### src/rtl/load_store_unit.sv
// load_store_unit
//   Data-side access unit between the MIPS EX/MEM stage and a word-addressed
//   data memory that reads and writes only full 32-bit words. Handles byte,
//   halfword and word loads/stores, uses read-modify-write for sub-word
//   stores, extends load data, and rejects misaligned or illegal-size
//   requests without issuing any memory strobe.
//
//   Optional build macro LSU_STATS_EN adds saturating 16-bit counters of
//   completed loads, stores and errors (stat_loads, stat_stores, stat_errs).
//
// Ports
//   clk, rst_n                 clock (rising edge), synchronous active-low reset
//   req_valid / req_ready      request handshake (ready only while idle)
//   req_write, req_size        1 = store; size 00 byte, 01 half, 10 word, 11 illegal
//   req_unsigned               zero-extend sub-word loads when set
//   req_addr, req_wdata        byte address, right-justified store data
//   resp_valid                 one-cycle completion pulse
//   resp_rdata, resp_err       extended load data (0 for stores/errors), error flag
//   mem_addr, mem_wdata        word-aligned address and write word to memory
//   mem_read, mem_write        memory strobes (never both high)
//   mem_rdata                  word returned by memory
//   stat_*                     (LSU_STATS_EN only) completion counters
module load_store_unit #(
  parameter int unsigned BIG_ENDIAN = 1,
  parameter int unsigned READ_WAIT  = 1
) (
  input  logic        clk,
  input  logic        rst_n,
  input  logic        req_valid,
  output logic        req_ready,
  input  logic        req_write,
  input  logic [1:0]  req_size,
  input  logic        req_unsigned,
  input  logic [31:0] req_addr,
  input  logic [31:0] req_wdata,
  output logic        resp_valid,
  output logic [31:0] resp_rdata,
  output logic        resp_err,
  output logic [31:0] mem_addr,
  output logic [31:0] mem_wdata,
  output logic        mem_read,
  output logic        mem_write,
  input  logic [31:0] mem_rdata
`ifdef LSU_STATS_EN
  ,
  output logic [15:0] stat_loads,
  output logic [15:0] stat_stores,
  output logic [15:0] stat_errs
`endif
);

  localparam logic [2:0] S_IDLE = 3'd0;
  localparam logic [2:0] S_RD   = 3'd1;
  localparam logic [2:0] S_CAP  = 3'd2;
  localparam logic [2:0] S_WR   = 3'd3;
  localparam logic [2:0] S_RESP = 3'd4;

  localparam int unsigned CW = (READ_WAIT > 1) ? $clog2(READ_WAIT) : 1;
  localparam logic [CW-1:0] WAIT_LOAD = CW'(READ_WAIT - 1);

  logic [2:0]    state;
  logic [CW-1:0] wait_cnt;
  logic [1:0]    addr_off;
  logic [1:0]    size_q;
  logic          write_q;
  logic          unsigned_q;
  logic [31:0]   wdata_q;

  logic          req_bad;
  logic [1:0]    byte_lane;
  logic          half_lane;
  logic [7:0]    byte_val;
  logic [15:0]   half_val;
  logic [31:0]   load_ext;
  logic [31:0]   merged;

  // Control outputs are pure state decodes, so no request input can reach
  // the memory strobes combinationally.
  assign req_ready  = (state == S_IDLE);
  assign resp_valid = (state == S_RESP);
  assign mem_read   = (state == S_RD);
  assign mem_write  = (state == S_WR);

  always_comb begin
    req_bad = 1'b0;
    case (req_size)
      2'b01:   req_bad = req_addr[0];
      2'b10:   req_bad = (req_addr[1:0] != 2'b00);
      2'b11:   req_bad = 1'b1;
      default: req_bad = 1'b0;
    endcase
  end

  // Physical lane of the addressed byte/half inside the 32-bit word; for the
  // big-endian order byte offset k sits in lane 3-k, i.e. the inverted offset.
  always_comb begin
    byte_lane = (BIG_ENDIAN != 0) ? ~addr_off : addr_off;
    half_lane = (BIG_ENDIAN != 0) ? ~addr_off[1] : addr_off[1];
    byte_val  = mem_rdata[{byte_lane, 3'b000} +: 8];
    half_val  = mem_rdata[{half_lane, 4'b0000} +: 16];
  end

  always_comb begin
    load_ext = mem_rdata;
    case (size_q)
      2'b00:   load_ext = unsigned_q ? {24'h000000, byte_val}
                                     : {{24{byte_val[7]}}, byte_val};
      2'b01:   load_ext = unsigned_q ? {16'h0000, half_val}
                                     : {{16{half_val[15]}}, half_val};
      default: load_ext = mem_rdata;
    endcase
  end

  always_comb begin
    merged = mem_rdata;
    case (size_q)
      2'b00:   merged[{byte_lane, 3'b000} +: 8]   = wdata_q[7:0];
      2'b01:   merged[{half_lane, 4'b0000} +: 16] = wdata_q[15:0];
      default: merged = wdata_q;
    endcase
  end

  always_ff @(posedge clk) begin
    if (!rst_n) begin
      state      <= S_IDLE;
      wait_cnt   <= '0;
      addr_off   <= '0;
      size_q     <= '0;
      write_q    <= 1'b0;
      unsigned_q <= 1'b0;
      wdata_q    <= '0;
      resp_rdata <= '0;
      resp_err   <= 1'b0;
      mem_addr   <= '0;
      mem_wdata  <= '0;
    end else begin
      case (state)
        S_IDLE: begin
          if (req_valid) begin
            addr_off   <= req_addr[1:0];
            size_q     <= req_size;
            write_q    <= req_write;
            unsigned_q <= req_unsigned;
            wdata_q    <= req_wdata;
            resp_rdata <= '0;
            resp_err   <= req_bad;
            if (req_bad) begin
              state <= S_RESP;
            end else begin
              mem_addr <= {req_addr[31:2], 2'b00};
              if (req_write && (req_size == 2'b10)) begin
                mem_wdata <= req_wdata;
                state     <= S_WR;
              end else begin
                wait_cnt <= WAIT_LOAD;
                state    <= S_RD;
              end
            end
          end
        end
        S_RD: begin
          if (wait_cnt == '0) state <= S_CAP;
          else                wait_cnt <= wait_cnt - 1'b1;
        end
        S_CAP: begin
          // mem_wdata doubles as the word buffer for read-modify-write.
          if (write_q) begin
            mem_wdata <= merged;
            state     <= S_WR;
          end else begin
            resp_rdata <= load_ext;
            state      <= S_RESP;
          end
        end
        S_WR: state <= S_RESP;
        S_RESP: begin
          resp_rdata <= '0;
          resp_err   <= 1'b0;
          state      <= S_IDLE;
        end
        default: state <= S_IDLE;
      endcase
    end
  end

`ifdef LSU_STATS_EN
  function automatic logic [15:0] sat_inc(input logic [15:0] v);
    return (v == 16'hFFFF) ? v : v + 16'd1;
  endfunction

  always_ff @(posedge clk) begin
    if (!rst_n) begin
      stat_loads  <= '0;
      stat_stores <= '0;
      stat_errs   <= '0;
    end else if (state == S_RESP) begin
      if (resp_err)     stat_errs   <= sat_inc(stat_errs);
      else if (write_q) stat_stores <= sat_inc(stat_stores);
      else              stat_loads  <= sat_inc(stat_loads);
    end
  end
`endif

endmodule

### config.mk
export PLATFORM = sky130hd
export DESIGN_NAME = load_store_unit
export DESIGN_NICKNAME = d
export VERILOG_FILES = /design/src/rtl/load_store_unit.sv
export SDC_FILE = /design/constraint.sdc
export NUM_CORES = 1
export LEC_CHECK = 0
export BUFFER_PORTS_ARGS = -buffer_cell sky130_fd_sc_hd__buf_2
export CAP_MARGIN = 40
export CELL_PAD_IN_SITES_DETAIL_PLACEMENT = 2
export CELL_PAD_IN_SITES_GLOBAL_PLACEMENT = 2
export CORE_MARGIN = 1
export CORE_UTILIZATION = 30
export DETAILED_ROUTE_END_ITERATION = 7
export PLACE_DENSITY = 0.86
export SYNTH_ARGS = -nofsm -noshare
export SYNTH_HDL_FRONTEND = slang
export SYNTH_SLANG_ARGS = --single-unit
### constraint.sdc
create_clock -name clk -period 6.45 [get_ports clk]
set_input_delay 0.645 -clock clk [delete_from_list [all_inputs] [get_ports clk]]
set_output_delay 0.645 -clock clk [all_outputs]
set_load 0.02 [all_outputs]
; Word-level counts from Yosys, hierarchy flattened
; Cells that the tools add are included.
; W data, S select, Z words.
[word_totals]
out_inout_bits = 101
word_cells = 81
regBits = 137
inputBits = 103
[classes]
bitwise_logic = 3
n_eq_ne = 15
shift = 6
mux = 28
n_addsub = 3
reduce_logical = 15
[ops]
columns = operator, n
row1 = $mux W32, 8
row2 = $pmux W32 S2, 3
row3 = $pmux W32 S3, 1
row4 = $bwmux W32, 2
row5 = $shift A16 B7 Y32 const A, 1
row6 = $shift A8 B7 Y32 const A, 1
row7 = $shiftx A16 B7 Y32, 1
row8 = $shiftx A32 B6 Y16, 1
row9 = $shiftx A32 B6 Y8, 1
row10 = $shiftx A8 B7 Y32, 1
row11 = $neg A5 Y7, 2
row12 = $mux W3, 4
row13 = $ne A2 B2 Y1 const B, 6
row14 = $pmux W3 S4, 1
row15 = $reduce_bool A2 Y1, 4
row16 = $eq A3 B2 Y1 const B, 2
row17 = $reduce_and A2 Y1, 3
row18 = $reduce_and A3 Y1, 2
row19 = $mux W1, 5
row20 = $reduce_and A5 Y1, 1
row21 = $eq A2 B1 Y1 const B, 2
row22 = $eq A2 B2 Y1 const B, 2
row23 = $pmux W1 S2, 2
row24 = $reduce_and A4 Y1, 1
row25 = other kinds (12), 13

; Logic depth before layout (Yosys ltp)
; Gate-level depths: netlist of run 1.
[logic_depth]
depth_word = 7
ltp_mapped = 9

; Least setup slack after synthesis of run 1
; No wires, ideal clock.
[synth_timing]
path_kind = register to register
start = register addr_off[1]
end = register mem_wdata[16]
setup_ns = 0.092
arrival_time_ns = 2.247
path_stages_with_launch = 9
path_slack_ns = 4.110
n_path_buf = 2
cell_sequence = dfxtp_1 -> buf_2 -> buf_1 -> inv_1 -> ha_1 -> nor3_1 -> a221o_1 -> a211oi_1 -> o32ai_1
[synth_between]
elab_chain_len = 7
word_cells_on_any_way = 13
[synth_lines]
columns = element, line_no
row1 = "start, declared", 63  ; logic [1:0] addr_off;
row2 = "start signal, assigned", 140  ; addr_off <= req_addr[1:0];
row3 = $not A1 Y1 or $not A2 Y2 (tied branches), "98, 97"
row4 = "$neg A5 Y7, on equally long branches", "118, 117"
row5 = "$shiftx A16 B7 Y32, or another cell as far along", 118  ; 2'b01: merged[{half_lane, 4'b0000} +: 16] = wdata_q[15:0];
row6 = "$bwmux W32, on equally long branches", "118, 117"
row7 = $pmux W32 S2 *, 116  ; case (size_q)
row8 = $mux W32 *, 167  ; if (write_q) begin
row9 = $pmux W32 S2 *, 137  ; case (state)
row10 = "end signal, assigned", 152  ; mem_wdata <= req_wdata;
row11 = "end signal, assigned", 168  ; mem_wdata <= merged;
row12 = "end, declared", 40  ; output logic [31:0] mem_wdata,
; Mark *: on every way between the ends. The rest lies on a longest branch, timed or not. The select of a mux whose other input is x is not followed.
; A chain may end at the register's enable or synchronous reset.

; Worst setup path after layout of run 1
[layout_timing]
start = register addr_off[1]
end = register mem_wdata[22]
; Same word-level chain as after synthesis.

==> flow_summary.ini, run 1 <==
[run_status]
status = complete, no violations

[critical_path]
worstReg2RegEnd = mem_wdata[22]
cp.arrival_ns = 3.09
r2r_cells = 6
endpoint_kind = register
criticalPathCategory = register to register
rrSetupSlack_ns = 3.67
r2r-start = addr_off[1]
start_kind = register
path_max_fanout = 44
crit_start = addr_off[1]
cp.required_ns = 6.76
cp-endpoint = mem_wdata[22]

[route]
vias_per_cell = 5.74
drc = 0
drt_iter0_drc = 465
vias = 7206
dr.pass1.iters = 5
routed_wl_mm = 29.7
ant_nets = 0
wl_per_cell_um = 23.7

[timing]
tightest_slew_ns = 0.894
slew_headroom_pct = 40.3
rsz0062_at_grt = false
finalCritPeriodShare_pct = 43.1
timing.final.crit_period_ns = 2.78
drv_slew = 0
fmax_mhz = 359
holdWs_ns = 0.462
final-hold-violation-count = 0
finClkSkew_ns = 0.0126
finalSetupViolations = 0
fin_ws_ns = 3.67
setup_tns_ns = 0

[die]
dieArea_um2 = 23800
start_util_pct = 30.6
fp.dieW_um = 154
io_pins = 204
coreArea_um2 = 22700
rows = 55
die_y_um = 154

[global_routing]
grt_antenna_before_repair = 1
grt-ovfl-total = 0
grt_pass1_wl_mm = 46.5
grt_max_degree = 51
grt_pass1_vias = 7851
track_usage_pct = 25.3

[clocking]
clk_pin_slew_ns = 0.07
cts_tree = done
post-cts-setup-buffers = 0
cts_buffers = 17
clock_latency_ns = 0.43
ctsLongestPathBuffers = 2
clock_sinks = 136
hold_buffers = 0
cts-root-buf = clkbuf_16
htreeDepth = 4
post_cts_resized = 0

[synthesis]
ys_ff_latch = 136
avgSynthCellArea_um2 = 8.75
yosysUniqueCellTypes = 48
yosys_most_used_dff = dfxtp_1
ys_warn_count = 0
netlist_instances = 795
netlist_area_um2 = 6950
synth_edf_count = 0
async_reset_ff_share_pct = 0
ys_seq_area_share_pct = 39.2

[placement]
dpl.cell_count = 1223
port_buffers = 201
dp_slack_ns = 3.66
gp_congestion = 0.831
dp_hpwl_mm = 21.2

[power]
ir_worst_vdd_uv = 160
powerDensity_nw_per_um2 = 270
p_leak_nw = 3.47

[final_layout]
nNetsFinal = 1065
areaGrowthSynthToFinish_pct = 25.4
layout-drive-gt1-share_pct = 27.5
final_cells = 1255
diodes = 0

[worst_hold_path]
hold_class = input port to register

[job]
max_cap_violations = 0
worst min-delay path by stage:
stage / startpoint / end / slack [ns] / cells past startpoint
4_1_cts: req_addr[17] / mem_addr[17] / 0.45 / 3
2_1_floorplan: wdata_q[16] / wdata_q[16] / 0.44 / 2
6_report: req_addr[17] / mem_addr[17] / 0.46 / 3
3_3_place_gp: mem_wdata[4] / mem_wdata[4] / 0.44 / 1
3_5_place_dp: mem_wdata[7] / mem_wdata[7] / 0.45 / 1
5_1_grt: req_addr[14] / mem_addr[14] / 0.47 / 3
flip-flops by register name, indices dropped and copies added (netlist names):
signal      flops
size_q          2
mem_addr       30
state           3
resp_err        1
mem_wdata      32
resp_rdata     32
write_q         1
unsigned_q      1
wdata_q        32
addr_off        2
critical path, stage by stage (launching register included):
cell	delay (ns)
dfxtp_2	0.41
buf_4	0.56
inv_1	0.16
ha_1	0.57
and4_1	0.48
a211oi_1	0.15
o32ai_1	0.33
cells in the mapped netlist (18+ instances only):
cell type | instances | area share, %
o21ai_0 | 48 | 3.5
o2bb2ai_1 | 31 | 3.9
a21boi_0 | 74 | 8.0
dfxtp_1 | 136 | 39
clkbuf_1 | 48 | 2.6
nand3_1 | 31 | 2.2
mux2i_1 | 33 | 4.7
o32ai_1 | 24 | 3.0
nor2_1 | 38 | 2.1
buf_2 | 22 | 1.6
a221o_1 | 33 | 4.7
nand2b_1 | 18 | 1.6
nand2_1 | 91 | 4.9
cell type report:
type                            count  area, um2
Fill cell                        2634      14000
Multi-Input combinational cell    568       3860
Sequential cell                   136       2730
Timing Repair Buffer              220       1170
Clock buffer                       19        433
Tap cell                          285        357
Clock inverter                     13        123
Inverter                           14       52.6
cells in the final DEF, fill, tap and decap left out, types with 17 or more instances in the layout:
master and n:
a21boi_0 74, nor2_1 38, o2bb2ai_1 31, nand3_1 31, nand2b_1 18, clkbuf_16 17
a221o_1 33, mux2i_1 33, a22oi_1 17, dfxtp_1 134, o32ai_1 24, buf_2 205
o21ai_0 48, nand2_1 90
power by group:
group	switching (W)	internal (W)
logic	0.000308	0.000158
registers	0.0000530	0.000886
clock network	0.000415	0.000533
cells by family (layout without fill, tap and decap cells):
group | Yosys count | in the layout | synth area share [%]
fa+ha+maj | 5 | 5 | 0.900
other cells | 1 | 2 | 0.0539
mux | 37 | 37 | 5.56
compound gates | 288 | 288 | 31.4
flops | 136 | 136 | 39.2
buf+inv | 92 | 266 | 5.60
simple gates | 236 | 236 | 17.3
metal layers:
| metal | up-vias | share of wire [%] | GRT usage (%) |
|---|---|---|---|
| li1 | 3271 | - | - |
| met1 | 3556 | 43 | 31.3 |
| met2 | 306 | 47 | 41.8 |
| met3 | 71 | 7.2 | 6.05 |
| met4 | 2 | 3.4 | 11.4 |
| met5 | - | 0.044 | 0 |
through the flow:
stage | area, um2 | util (%) | total power, W
final | 8720 | 38.4 | 0.00235
after detailed placement | 8170 | 36.0 | 0.00142
after global placement | 8090 | 35.6 | 0.00139
after floorplan | 6960 | - | 0.00122
after CTS | 8720 | 38.4 | 0.00237
after global routing | 8720 | 38.4 | 0.00245
(Power assumes the default switching activity.)
==> run 2: changes to the inputs <==
--- a/config.mk
+++ b/config.mk
@@ -5,14 +5,15 @@
 export SDC_FILE = /design/constraint.sdc
 export NUM_CORES = 1
 export LEC_CHECK = 0
+export ABC_AREA = 1
 export BUFFER_PORTS_ARGS = -buffer_cell sky130_fd_sc_hd__buf_2
 export CAP_MARGIN = 40
 export CELL_PAD_IN_SITES_DETAIL_PLACEMENT = 2
 export CELL_PAD_IN_SITES_GLOBAL_PLACEMENT = 2
 export CORE_MARGIN = 1
-export CORE_UTILIZATION = 30
+export CORE_UTILIZATION = 24
 export DETAILED_ROUTE_END_ITERATION = 7
-export PLACE_DENSITY = 0.86
+export PLACE_DENSITY = 0.81
 export SYNTH_ARGS = -nofsm -noshare
 export SYNTH_HDL_FRONTEND = slang
 export SYNTH_SLANG_ARGS = --single-unit
==> constraint.sdc (replaced) <==
create_clock -name clk -period 2.4 [get_ports clk]
set_input_delay 0.24 -clock clk [delete_from_list [all_inputs] [get_ports clk]]
set_output_delay 0.24 -clock clk [all_outputs]
set_load 0.02 [all_outputs]
==> run 2 against run 1 <==
Effect of this change:
- wire length grew 9.8%
- die area grew 31%
- combinational power grew to 3.5 times the previous value
- critical endpoint is now mem_wdata[23]
- largest power group unchanged
==> flow_summary.ini, run 2 <==
[critical_path]
start_kind = register
endpoint_kind = register
cp.required_ns = 2.75
path_max_fanout = 17
criticalPathCategory = register to register
cp.arrival_ns = 2.53

[synthesis]
synth_most_common_cell = nand2_1
synth_edf_count = 0
ys_seq_area_share_pct = 37.3
yosys_most_used_dff = dfxtp_1
synth_top_cells_by_area = dfxtp_1, nand2_1, a21oi_1
synthTopCellsByCount = nand2_1, a21oi_1, nor2_1, dfxtp_1, o21ai_0
ys_warn_count = 0
netlist.area_leader.share_pct = 37.3
async_reset_ff_share_pct = 0
yosysUniqueCellTypes = 29
netlist_instances = 1166
avgSynthCellArea_um2 = 6.26
ys_ff_latch = 136
yosys.area.top_type = dfxtp_1
netlist_area_um2 = 7300

[global_routing]
grt_pass1_wl_mm = 50.6
grt_antenna_before_repair = 1
track_usage_pct = 21.0
grt_max_degree = 85
grt_pass1_vias = 8875
grt-ovfl-total = 0

[final_layout]
layout-drive-gt1-share_pct = 20.3
reg.largest.list = mem_wdata (32), resp_rdata (32), wdata_q (32)
diodes = 0
multi_input_area_um2 = 3940
areaGrowthSynthToFinish_pct = 25.6
nNetsFinal = 1432
final_common_cell = nand2_1
fillers = 3717
final_cell_mix = nand2_1, buf_2, a21oi_1, nor2_1, dfxtp_1
regArea_um2 = 2720

[route]
routed_wl_mm = 32.7
dr.pass1.iters = 5
drc = 0
wl_per_cell_um = 18.9
drt_iter0_drc = 569
vias = 8544
ant_nets = 0
vias_per_cell = 4.95

[timing]
drv_slew = 0
setup_tns_ns = 0
fmax_mhz = 460
finalSetupViolations = 0
finClkSkew_ns = 0.0124
tightest_slew_ns = 0.689
fin_ws_ns = 0.224
final-hold-violation-count = 0
finalCritPeriodShare_pct = 90.7
slew_headroom_pct = 54.0
rsz0062_at_grt = false
timing.final.crit_period_ns = 2.18

[die]
rows = 63
start_util_pct = 24.5
dieArea_um2 = 31100
die_y_um = 176
coreArea_um2 = 29800
io_pins = 204
fp.dieW_um = 176

[placement]
gp_congestion = 0.864
port_buffers = 201
dp_slack_ns = 0.316
dp_hpwl_mm = 24.2

[clocking]
cts_tree = done
post-cts-setup-buffers = 0
clock_latency_ns = 0.43
clk_pin_slew_ns = 0.08
cts_buffers = 17
clock_sinks = 136
post_cts_resized = 0
htreeDepth = 4
ctsLongestPathBuffers = 2
cts-root-buf = clkbuf_16
hold_buffers = 0

[power]
p_leak_nw = 4.06
powerDensity_nw_per_um2 = 745
ir_worst_vdd_uv = 361
finalPower_w = 0.00682

[job]
max_cap_violations = 0

[worst_hold_path]
hold_class = input port to register

[run_status]
status = complete, no violations
[run 2: changes by cell type after synthesis, moves of 27 or more]
cell	delta
a21boi_0	-74
a21oi_1	+175
o2bb2ai_1	-31
mux2i_1	-33
nand2_1	+268
nor2_1	+99
nand3_1	+27
o21ai_0	+34
inv_1	+41
a221o_1	-33
[run 2: power breakdown]
part | switching [W] | internal [W]
logic | 0.00116 | 0.000460
clock network | 0.00129 | 0.00141
registers | 0.000106 | 0.00240
[run 2: cell families (layout without fill, tap and decap cells)]
group | after synthesis | in the layout | share of synthesized area, %
AND/OR/NAND/NOR | 579 | 579 | 31.7
flip-flops | 136 | 136 | 37.3
buffers and inverters | 144 | 314 | 8.76
adder cells (fa/ha/maj) | 5 | 5 | 0.857
other | 1 | 2 | 0.0514
AO/OA/AOI/OAI | 301 | 301 | 21.3
[run 2: final cells by class]
| cell class | count | share of cell area [%] |
|---|---|---|
| clock buffer | 17 | 4.64 |
| clock inverter | 15 | 1.83 |
| inverter | 62 | 2.54 |
| multi-input combinational | 887 | 43.0 |
| sequential | 136 | 29.7 |
| tap | 390 | 5.33 |
| timing repair buffer | 220 | 12.9 |
[run 2: final timing paths]
| check | cells after the start | to | slack (ns) | start |
|---|---|---|---|---|
| min | 3 | mem_addr[15] | 0.04 | req_addr[15] |
| max reg2reg | 9 | mem_wdata[23] | 0.22 | size_q[1] |
| max | 9 | mem_wdata[23] | 0.22 | size_q[1] |
| min reg2reg | 2 | mem_addr[15] | 0.46 | mem_addr[15] |
[run 2: stage by stage]
stage	hold slack [ns]	utilization, %	instances	area, um2
floorplan	0.378	-	1167	7300
global placement	0.449	28.8	1695	8570
detailed placement	0.457	28.8	1695	8570
CTS	0.0253	30.7	1727	9160
global route	0.0347	30.7	1727	9160
finish	0.0375	30.7	1727	9160
[run 2: worst max-delay path: stages, from the launching register on]
cell and delay [ns]:
dfxtp_2 0.35, inv_2 0.19, nand2_1 0.17, inv_2 0.31
nand2_1 0.44, nor2_1 0.21, nor2_1 0.08, a21oi_1 0.16
nor2_1 0.07, nor2_1 0.11
[run 2: layer usage]
| metal | track usage (%) | vias to the layer above | share of wire, % |
|---|---|---|---|
| met5 | 0 | - | 0.040 |
| met4 | 4.17 | 2 | 1.1 |
| li1 | - | 4112 | - |
| met1 | 29.2 | 4181 | 48 |
| met2 | 33.5 | 221 | 45 |
| met3 | 4.35 | 28 | 5.4 |
==> run 3: changes to the inputs <==
==> constraint.sdc (replaced) <==
create_clock -name clk -period 2.4 [get_ports clk]
set_input_delay 0 -clock clk [delete_from_list [all_inputs] [get_ports clk]]
set_output_delay 0 -clock clk [all_outputs]
set_load 0.02 [all_outputs]
==> run 3 against run 2 <==
Effect of this change:
- worst hold slack got worse by 0.019 ns
- combinational power grew 7%
- fmax shrank 2.6%
- power grew 2.1%
- largest cell class unchanged
- largest power group unchanged
- highest routed layer is now met4
==> flow_summary.ini, run 3 (synthesized netlist as in run 2, its figures left out) <==
[route]
vias = 8986
drt_iter0_drc = 584
wl_per_cell_um = 19.6
vias_per_cell = 4.98
routed_wl_mm = 35.4
dr.pass1.iters = 4
ant_nets = 0
drc = 0

[clocking]
clock_sinks = 136
htreeDepth = 4
cts_buffers = 17
clk_pin_slew_ns = 0.07
cts-root-buf = clkbuf_16
clock_latency_ns = 0.43
cts_tree = done
post_cts_resized = 0
ctsLongestPathBuffers = 2

[critical_path]
r2r-start = state[0]
worstReg2RegEnd = size_q[1]
crit_start = state[0]
slowest_delay_ns = 0.68
cp.required_ns = 2.69
criticalPathCategory = register to register
cp.arrival_ns = 2.52
start_kind = register
r2r_cells = 6
worstPathCellList = inv_1 > nand2_1 > nor2_2 > nand2_2 > o21ai_0 > a21oi_1
endpoint_kind = register
rrSetupSlack_ns = 0.17
path_max_fanout = 32
cp-endpoint = size_q[1]
cp_slowest_cell = o21ai_0

[final_layout]
areaGrowthSynthToFinish_pct = 35.4
final_cell_mix = nand2_1, buf_2, a21oi_1, nor2_1, dfxtp_1
diodes = 0
layout-drive-gt1-share_pct = 19.7
reg.largest.list = mem_wdata (32), resp_rdata (32), wdata_q (32)
final_common_cell = nand2_1
nNetsFinal = 1509
final_cells = 1804

[timing]
finalSetupViolations = 0
tightest_slew_ns = 0.706
setup_tns_ns = 0
fin_ws_ns = 0.166
fmax_mhz = 448
rsz0062_at_grt = false
slew_headroom_pct = 52.7
finClkSkew_ns = 0.0118
drv_slew = 0
timing.final.crit_period_ns = 2.23
finalCritPeriodShare_pct = 93.1
final-hold-violation-count = 0
holdWs_ns = 0.0184

[placement]
dp_hpwl_mm = 24.6
dp_slack_ns = 0.305
gp_congestion = 0.854
dpl.cell_count = 1702
port_buffers = 201

[global_routing]
grt_max_degree = 52
grt_pass1_wl_mm = 54.8
track_usage_pct = 22.8
grt_pass1_vias = 9488
grt-ovfl-total = 0
grt_antenna_before_repair = 0

[job]
max_cap_violations = 0

[die]
start_util_pct = 24.5
dieArea_um2 = 31100
die_y_um = 176
coreArea_um2 = 29800
io_pins = 204
rows = 63
fp.dieW_um = 176

[power]
p_leak_nw = 4.35
powerDensity_nw_per_um2 = 705
ir_worst_vdd_uv = 470

[run_status]
status = complete, no violations

[worst_hold_path]
hold_class = input port to register
[run 3: changes by cell type in the layout (fill, tap and decap cells not counted), sizes merged]
cell and change:
buf +7, clkinv +1, dlygate4sd3 +70, inv -2, bufinv +1
[run 3: critical path: cells and delay by family (launching register included)]
| family | cells | cell delay [ns] |
|---|---|---|
| AO/OA/AOI/OAI | 2 | 0.75 |
| flip-flops | 1 | 0.34 |
| AND/OR/NAND/NOR | 3 | 0.86 |
| buffers and inverters | 1 | 0.13 |
[run 3: timing repair]
action / 4_1_cts / 5_1_grt
setup buffers: 0 / 0
hold buffers: 70 / 0
hold endpoints to repair: 84 / 0
[run 3: worst min path at each step]
stage	from	to	cells after the start	slack, ns
after floorplan	rst_n	addr_off[0]	2	0.14
final	req_wdata[6]	mem_wdata[6]	5	0.02
after detailed placement	req_addr[2]	mem_addr[2]	3	0.26
after CTS	req_wdata[6]	mem_wdata[6]	5	0.003
after global routing	req_wdata[6]	wdata_q[6]	3	0.03
after global placement	req_addr[25]	mem_addr[25]	3	0.25
[run 3: area by class of cell]
class                   instances  area (um2)
clock buffers                  17         425
clock inverters                15         156
fillers                      3639       19900
inverters                      62         233
multi-input cells             887        3940
flip-flops and latches        136        2720
well taps                     390         488
repair buffers                297        1910
[run 3: stage by stage]
step	util (%)	total power, W	cell area (um2)
6_report	33.2	0.00697	9880
3_5_place_dp	28.8	0.00416	8600
4_1_cts	33.2	0.00699	9880
2_1_floorplan	-	0.00356	7300
3_3_place_gp	28.8	0.00411	8600
5_1_grt	33.2	0.00729	9880
[run 3: power by group]
part	switching [W]	internal [W]	total, W
sequential	0.000112	0.00240	0.00251
combinational	0.00120	0.000545	0.00174
clock	0.00124	0.00147	0.00272
total	0.00255	0.00442	0.00697
[run 3: metal layers]
metal  global-route usage (%)  vias up  share of wire [%]
li1                         -     4264                  -
met1                     30.8     4451                 48
met2                     38.1      241                 47
met3                     3.38       30                4.4
met4                     4.71        0               0.98
met5                        0        -                  0
